**src/rtl/snail_ram_con_pkg.sv**
```systemverilog
// Shared definitions for the SNAIL console RAM: status word layout and FIFO sizing helpers.
// Firmware and bench decode the status word with the same bit positions.
package snail_ram_con_pkg;

    localparam int DEF_CON_ADDR = 0;

    // Status flags are placed from the MSB down so the layout scales with the data width.
    function automatic int stat_ovf_bit(input int data_w);
        return data_w - 1;
    endfunction

    function automatic int stat_full_bit(input int data_w);
        return data_w - 2;
    endfunction

    function automatic int stat_empty_bit(input int data_w);
        return data_w - 3;
    endfunction

    function automatic int ptr_w(input int depth);
        return $clog2(depth);
    endfunction

endpackage

```
**src/rtl/snail_ram_con_fifo.sv**
```systemverilog
// Console FIFO: synchronous push/pop queue with occupancy count and async active-low reset.
module snail_fifo
    import snail_ram_con_pkg::*;
#(
    parameter int W     = 8,
    parameter int DEPTH = 4
) (
    input  logic                     clk,
    input  logic                     rst_,
    input  logic                     push,
    input  logic                     pop,
    input  logic [W-1:0]             wdata,
    output logic [W-1:0]             head,
    output logic                     full,
    output logic                     empty,
    output logic [$clog2(DEPTH):0]   count
);

    localparam int PW = ptr_w(DEPTH);
    localparam int CW = PW + 1;

    logic [W-1:0]  store_q [DEPTH];
    logic [PW-1:0] wrPtr_q, wrPtr_d;
    logic [PW-1:0] rdPtr_q, rdPtr_d;
    logic [CW-1:0] count_q, count_d;
    logic          doPush;
    logic          doPop;

    assign empty  = (count_q == '0);
    assign full   = (count_q == CW'(DEPTH));
    assign count  = count_q;
    assign head   = empty ? '0 : store_q[rdPtr_q];

    // A pop frees a slot on the same edge, so a push into a full FIFO still lands.
    assign doPop  = pop && !empty;
    assign doPush = push && (!full || doPop);

    always_comb begin
        wrPtr_d = wrPtr_q;
        rdPtr_d = rdPtr_q;
        count_d = count_q;
        if (doPush) begin
            wrPtr_d = wrPtr_q + PW'(1);
        end
        if (doPop) begin
            rdPtr_d = rdPtr_q + PW'(1);
        end
        case ({doPush, doPop})
            2'b10:   count_d = count_q + CW'(1);
            2'b01:   count_d = count_q - CW'(1);
            default: count_d = count_q;
        endcase
    end

    always_ff @(posedge clk or negedge rst_) begin
        if (!rst_) begin
            wrPtr_q <= '0;
            rdPtr_q <= '0;
            count_q <= '0;
        end else begin
            wrPtr_q <= wrPtr_d;
            rdPtr_q <= rdPtr_d;
            count_q <= count_d;
        end
    end

    always_ff @(posedge clk) begin
        if (doPush) begin
            store_q[wrPtr_q] <= wdata;
        end
    end

endmodule

```
**src/rtl/snail_ram_con.sv**
```systemverilog
// SNAIL data RAM with a memory-mapped console: writes to CON_ADDR are also queued for an
// external consumer, and STAT_ADDR reads back FIFO state plus a sticky overflow flag.
module snail_ram_con
    import snail_ram_con_pkg::*;
#(
    parameter int DATA_W     = 8,
    parameter int ADDR_W     = 8,
    parameter int CON_ADDR   = DEF_CON_ADDR,
    parameter int STAT_ADDR  = (2 ** ADDR_W) - 1,
    parameter int FIFO_DEPTH = 4
) (
    input  logic              clk,
    input  logic              rst_,
    input  logic [ADDR_W-1:0] addr,
    input  logic [DATA_W-1:0] in,
    output logic [DATA_W-1:0] out,
    input  logic              rd_,
    input  logic              wr_,
    output logic [DATA_W-1:0] con_data,
    output logic              con_valid,
    input  logic              con_ready,
    output logic              con_ovf
);

    localparam int CW = ptr_w(FIFO_DEPTH) + 1;

    logic [DATA_W-1:0] mem [2 ** ADDR_W];
    logic [DATA_W-1:0] out_q, out_d;
    logic [DATA_W-1:0] statusWord;
    logic              ovf_q, ovf_d;
    logic              isCon, isStat;
    logic              rdEn, wrEn;
    logic              push, pop, overflow;
    logic              fifoFull, fifoEmpty;
    logic [CW-1:0]     fifoCount;

    assign isCon    = (addr == ADDR_W'(CON_ADDR));
    assign isStat   = (addr == ADDR_W'(STAT_ADDR));
    assign rdEn     = !rd_;
    assign wrEn     = !wr_;
    assign push     = wrEn && isCon;
    assign pop      = con_valid && con_ready;
    assign overflow = push && fifoFull && !pop;

    snail_fifo #(
        .W     (DATA_W),
        .DEPTH (FIFO_DEPTH)
    ) u_fifo (
        .clk   (clk),
        .rst_  (rst_),
        .push  (push),
        .pop   (con_ready),
        .wdata (in),
        .head  (con_data),
        .full  (fifoFull),
        .empty (fifoEmpty),
        .count (fifoCount)
    );

    assign con_valid = !fifoEmpty;
    assign con_ovf   = ovf_q;
    assign out       = out_q;

    always_comb begin
        statusWord                         = '0;
        statusWord[stat_ovf_bit(DATA_W)]   = ovf_q;
        statusWord[stat_full_bit(DATA_W)]  = fifoFull;
        statusWord[stat_empty_bit(DATA_W)] = fifoEmpty;
        statusWord[CW-1:0]                 = fifoCount;
    end

    // A fresh overflow beats the clear-on-read so a drop is never silently lost.
    always_comb begin
        out_d = out_q;
        ovf_d = ovf_q;
        if (rdEn) begin
            out_d = isStat ? statusWord : mem[addr];
        end
        if (overflow) begin
            ovf_d = 1'b1;
        end else if (rdEn && isStat) begin
            ovf_d = 1'b0;
        end
    end

    always_ff @(posedge clk or negedge rst_) begin
        if (!rst_) begin
            out_q <= '0;
            ovf_q <= 1'b0;
        end else begin
            out_q <= out_d;
            ovf_q <= ovf_d;
        end
    end

    always_ff @(posedge clk) begin
        if (wrEn && !isStat) begin
            mem[addr] <= in;
        end
    end

endmodule

```
**config.mk**
```make
export PLATFORM = sky130hd
export DESIGN_NAME = snail_ram_con
export DESIGN_NICKNAME = d
export VERILOG_FILES = /design/src/rtl/snail_ram_con_pkg.sv /design/src/rtl/snail_ram_con_fifo.sv /design/src/rtl/snail_ram_con.sv
export SDC_FILE = /design/constraint.sdc
export NUM_CORES = 2
export LEC_CHECK = 0
export BUFFER_PORTS_ARGS = -buffer_cell sky130_fd_sc_hd__buf_2
export CORE_MARGIN = 8
export CORE_UTILIZATION = 57
export DETAILED_ROUTE_END_ITERATION = 10
export HOLD_SLACK_MARGIN = 0.05
export PLACE_DENSITY = 0.76
export SYNTH_ARGS = -nofsm -noshare
export SYNTH_HDL_FRONTEND = slang
export SYNTH_HIERARCHICAL = 1
export SYNTH_SLANG_ARGS = --single-unit
```
**constraint.sdc**
```tcl
create_clock -name clk -period 2.06 [get_ports clk]
set_input_delay 0.412 -clock clk [delete_from_list [all_inputs] [get_ports clk]]
set_output_delay 0.412 -clock clk [all_outputs]
set_load 0.005 [all_outputs]
```
==> flow_metrics.tcl <==
set metrics [dict create \
    status "finished with violations" \
    violations "setup timing" \
    powerDensity_nw_per_um2 892 \
    synth_top_cell_by_area "edfxtp_1" \
    rsz0062_at_grt "true" \
    synth.top_cell.area_share_pct 76.5 \
    cap_violations 0 \
    critPathSlowestCell "or3_4" \
    start_util_pct 57.1 \
    finalPower_mw 89.5 \
    synth_area_per_cell_um2 21.3 \
    path_cells "buf_6 > or3_4 > buf_6 > and2_4 > buf_6" \
    fin_area_um2 100000 \
    synth.distinct_cells 73 \
    wire_per_inst_um 34.1 \
    crit_buf_inv 3 \
    clk_latency_ns 0.84 \
    synth_top_flop_cell "edfxtp_1" \
    setup_tns_ns -6.92 \
    ys_ff_latch 2096 \
    overflow 0 \
    timing.fmax_ghz 0.388 \
    die_w_um 395 \
    drt-pass1-iter-count 7 \
    placedInstanceArea_um2 93000 \
    via_per_inst 6.65 \
    antenna_found_initial 12 \
    cts.clk_slew.worst_paths_ns 0.07 \
    min-delay-path-class "in2reg" \
    grt_pass1_wl_um 330000 \
    grt_pass1_vias 46300 \
    arrival_ns 2.16 \
    drive_gt1_share_pct 40.4 \
    fin_crit_ns 2.57 \
    place_congestion 0.964 \
    yosys-top-cells-area "edfxtp_1, mux4_2, mux2i_1, nor2_1, nand2_1" \
    cts_max_path_buffers 3 \
    cp.required_ns 1.65 \
    root_buffer "clkbuf_16" \
    dp.cells 6441 \
    drt-total-wl_um 233000 \
    maxSlewViolCount 0 \
    synthAdderAreaFrac_pct 0.101 \
    max_stage_delay_ns 0.40 \
    dp_slack_ns -1.41 \
    path_max_fanout 5 \
    synthCells 3835 \
    detail-route-antenna-nets 0 \
    fp-row-count 139 \
    h-tree-depth 4 \
    numPortBuffers 38 \
    synth-simple-area-share_pct 3.29 \
    nets 4801 \
    core-area_um2 143000 \
    synth_mux_area_share_pct 15.9 \
    cts_sinks 2096 \
    synthXorXnorAreaFrac_pct 0.0643 \
    utilization_pct 70.2 \
    cts_tree "built" \
    pin_count 39 \
    cp-start-kind "flop" \
    num_vias 45500 \
    path_delay_family "simple AND/OR/NAND/NOR gates" \
    die_area_um2 156000 \
    synth_compound_area_share_pct 1.98 \
    hold_viol 0 \
    slew_headroom_pct 45.1 \
    drc_errors 0 \
    end_kind "primary output" \
    cpMostUsedCell "buf_6" \
    die_h_um 395 \
    ir_worst_vdd_v 0.000854 \
    syn2layout_area_growth_pct 22.8 \
    grt_usage_pct 29.5 \
    instances_no_fill 6844 \
    setup_viol 19 \
    hpwl_um 150000 \
    p_leak_nw 33.3 \
    syn_area_um2 81700 \
    critical_path_class "reg2out" \
    timing.final.crit_share_pct 125 \
    grt_max_degree 78 \
    drt_iter0_drc 6601 \
    fin_skew_ns 0.0389 \
    worst_slew_pin_slew_ns 0.820 \
    async_reset_ff_share_pct 0.763 \
    whs_ns 0.114 \
    seq_area_frac_synth_pct 76.9 \
    synth_top_family_by_area "multiplexers" \
    yosys_warnings 6 \
    synth-edff-count 2080 \
    numCtsBuffers 195 \
    fin_ws_ns -0.515 \
]
==> layout by cell type (no fill, tap or decap), types with 13 or more instances in the layout <==
| cell type | synthesis | layout |
|---|---|---|
| buf_4 | 35 | 692 |
| nor2_2 | 0 | 66 |
| nor2_4 | 0 | 72 |
| buf_6 | 31 | 25 |
| nor3_1 | 16 | 14 |
| mux4_2 | 512 | 512 |
| buf_2 | 44 | 19 |
| o211ai_1 | 15 | 15 |
| dfrtp_1 | 16 | 15 |
| edfxtp_1 | 2080 | 2080 |
| nand2_1 | 150 | 136 |
| bufinv_16 | 0 | 15 |
| o22ai_1 | 33 | 27 |
| nand3_1 | 45 | 40 |
| buf_12 | 2 | 198 |
| a22oi_1 | 56 | 49 |
| clkbuf_16 | 0 | 201 |
| nor2_1 | 284 | 146 |
| clkbuf_1 | 97 | 43 |
| clkinv_2 | 0 | 36 |
| mux2i_1 | 142 | 139 |
| clkinv_1 | 2 | 41 |
| a31oi_1 | 19 | 16 |
| nand2_2 | 0 | 13 |
| nand4_1 | 13 | 13 |
==> layout make-up <==
cell class / instances / area [µm²]
clock inverters: 106 / 970
repair buffers: 963 / 10100
flip-flops and latches: 2096 / 62900
fillers: 8077 / 42600
inverters: 15 / 68.8
multi-input cells: 1503 / 18700
diodes: 10 / 25.0
clock buffers: 248 / 5250
well taps: 1903 / 2380
==> kinds of logic after synthesis <==
family / after synthesis
DFF: 2096
and+or+nand+nor: 604
other: 1
muxes: 660
buffers and inverters: 243
adders and majority gates: 6
AOI/OAI and AO/OA: 219
xor gates and xnor gates: 6
==> worst register-to-register path: stages, from the launching register on <==
cell and delay (ns):
edfxtp_1 0.38, mux4_2 0.49, mux4_2 0.52, nor2b_4 0.17, or4_4 0.54, o221ai_2 0.20, nand4_1 0.13
==> timing repair <==
action,in CTS,in global routing
setup buffers,13,17
hold buffers,7,0
gates cloned,4,0
pin swaps,29,15
gates resized for setup,94,66
hold endpoints to repair,69,0
setup endpoints to repair,19,99
==> path summary, 6_finish.rpt <==
kind,end,from,depth (start not counted),slack (ns)
worst max-delay path,con_data[4],u_fifo/count[1]$_DFFE_PN0P_,5,-0.51
worst min-delay path,mem[175][2]$_DFFE_PP_,in[2],1,0.11
worst max register to register,out[2]$_DFFE_PN0N_,mem[175][2]$_DFFE_PP_,6,-0.49
worst min register to register,u_fifo/count[0]$_DFFE_PN0P_,u_fifo/count[0]$_DFFE_PN0P_,2,0.62
max in group asynchronous,u_fifo/rdPtr_q[0]$_DFFE_PN0P_,rst_,4,0.09
min in group asynchronous,out[2]$_DFFE_PN0N_,rst_,3,0.59
==> sequential cells by signal, summed over array words and instances (netlist names) <==
register	cells
out	8
mem	2048
u_fifo/rdPtr_q	2
u_fifo/store_q	32
con_ovf	1
u_fifo/count	3
u_fifo/wrPtr_q	2
==> metal layers <==
layer / part of all wire, % / global-route usage [%] / vias up
met1: 34 / 37.7 / 23400
met5: 0.11 / 0 / -
met3: 13 / 8.99 / 829
met4: 6.3 / 14.9 / 10
met2: 47 / 46.2 / 3429
li1: - / - / 17900
==> cells in the mapped netlist, types with 14 or more instances <==
master	n
o21ai_0	18
nand3_1	45
edfxtp_1	2080
nand2_1	150
a31oi_1	19
buf_6	31
dfrtp_1	16
nor2b_1	14
buf_4	35
clkbuf_1	97
nor2_1	284
o22ai_1	33
nor3_1	16
buf_1	19
a22oi_1	56
buf_2	44
mux2i_1	142
mux4_2	512
o211ai_1	15
==> power breakdown <==
group          internal [mW]  switching, mW  leakage (nW)
combinational           3.07           3.76          11.3
sequential              47.0          0.175          18.9
clock                   19.9           15.5          3.04
Power figures use the tool's default switching activity.
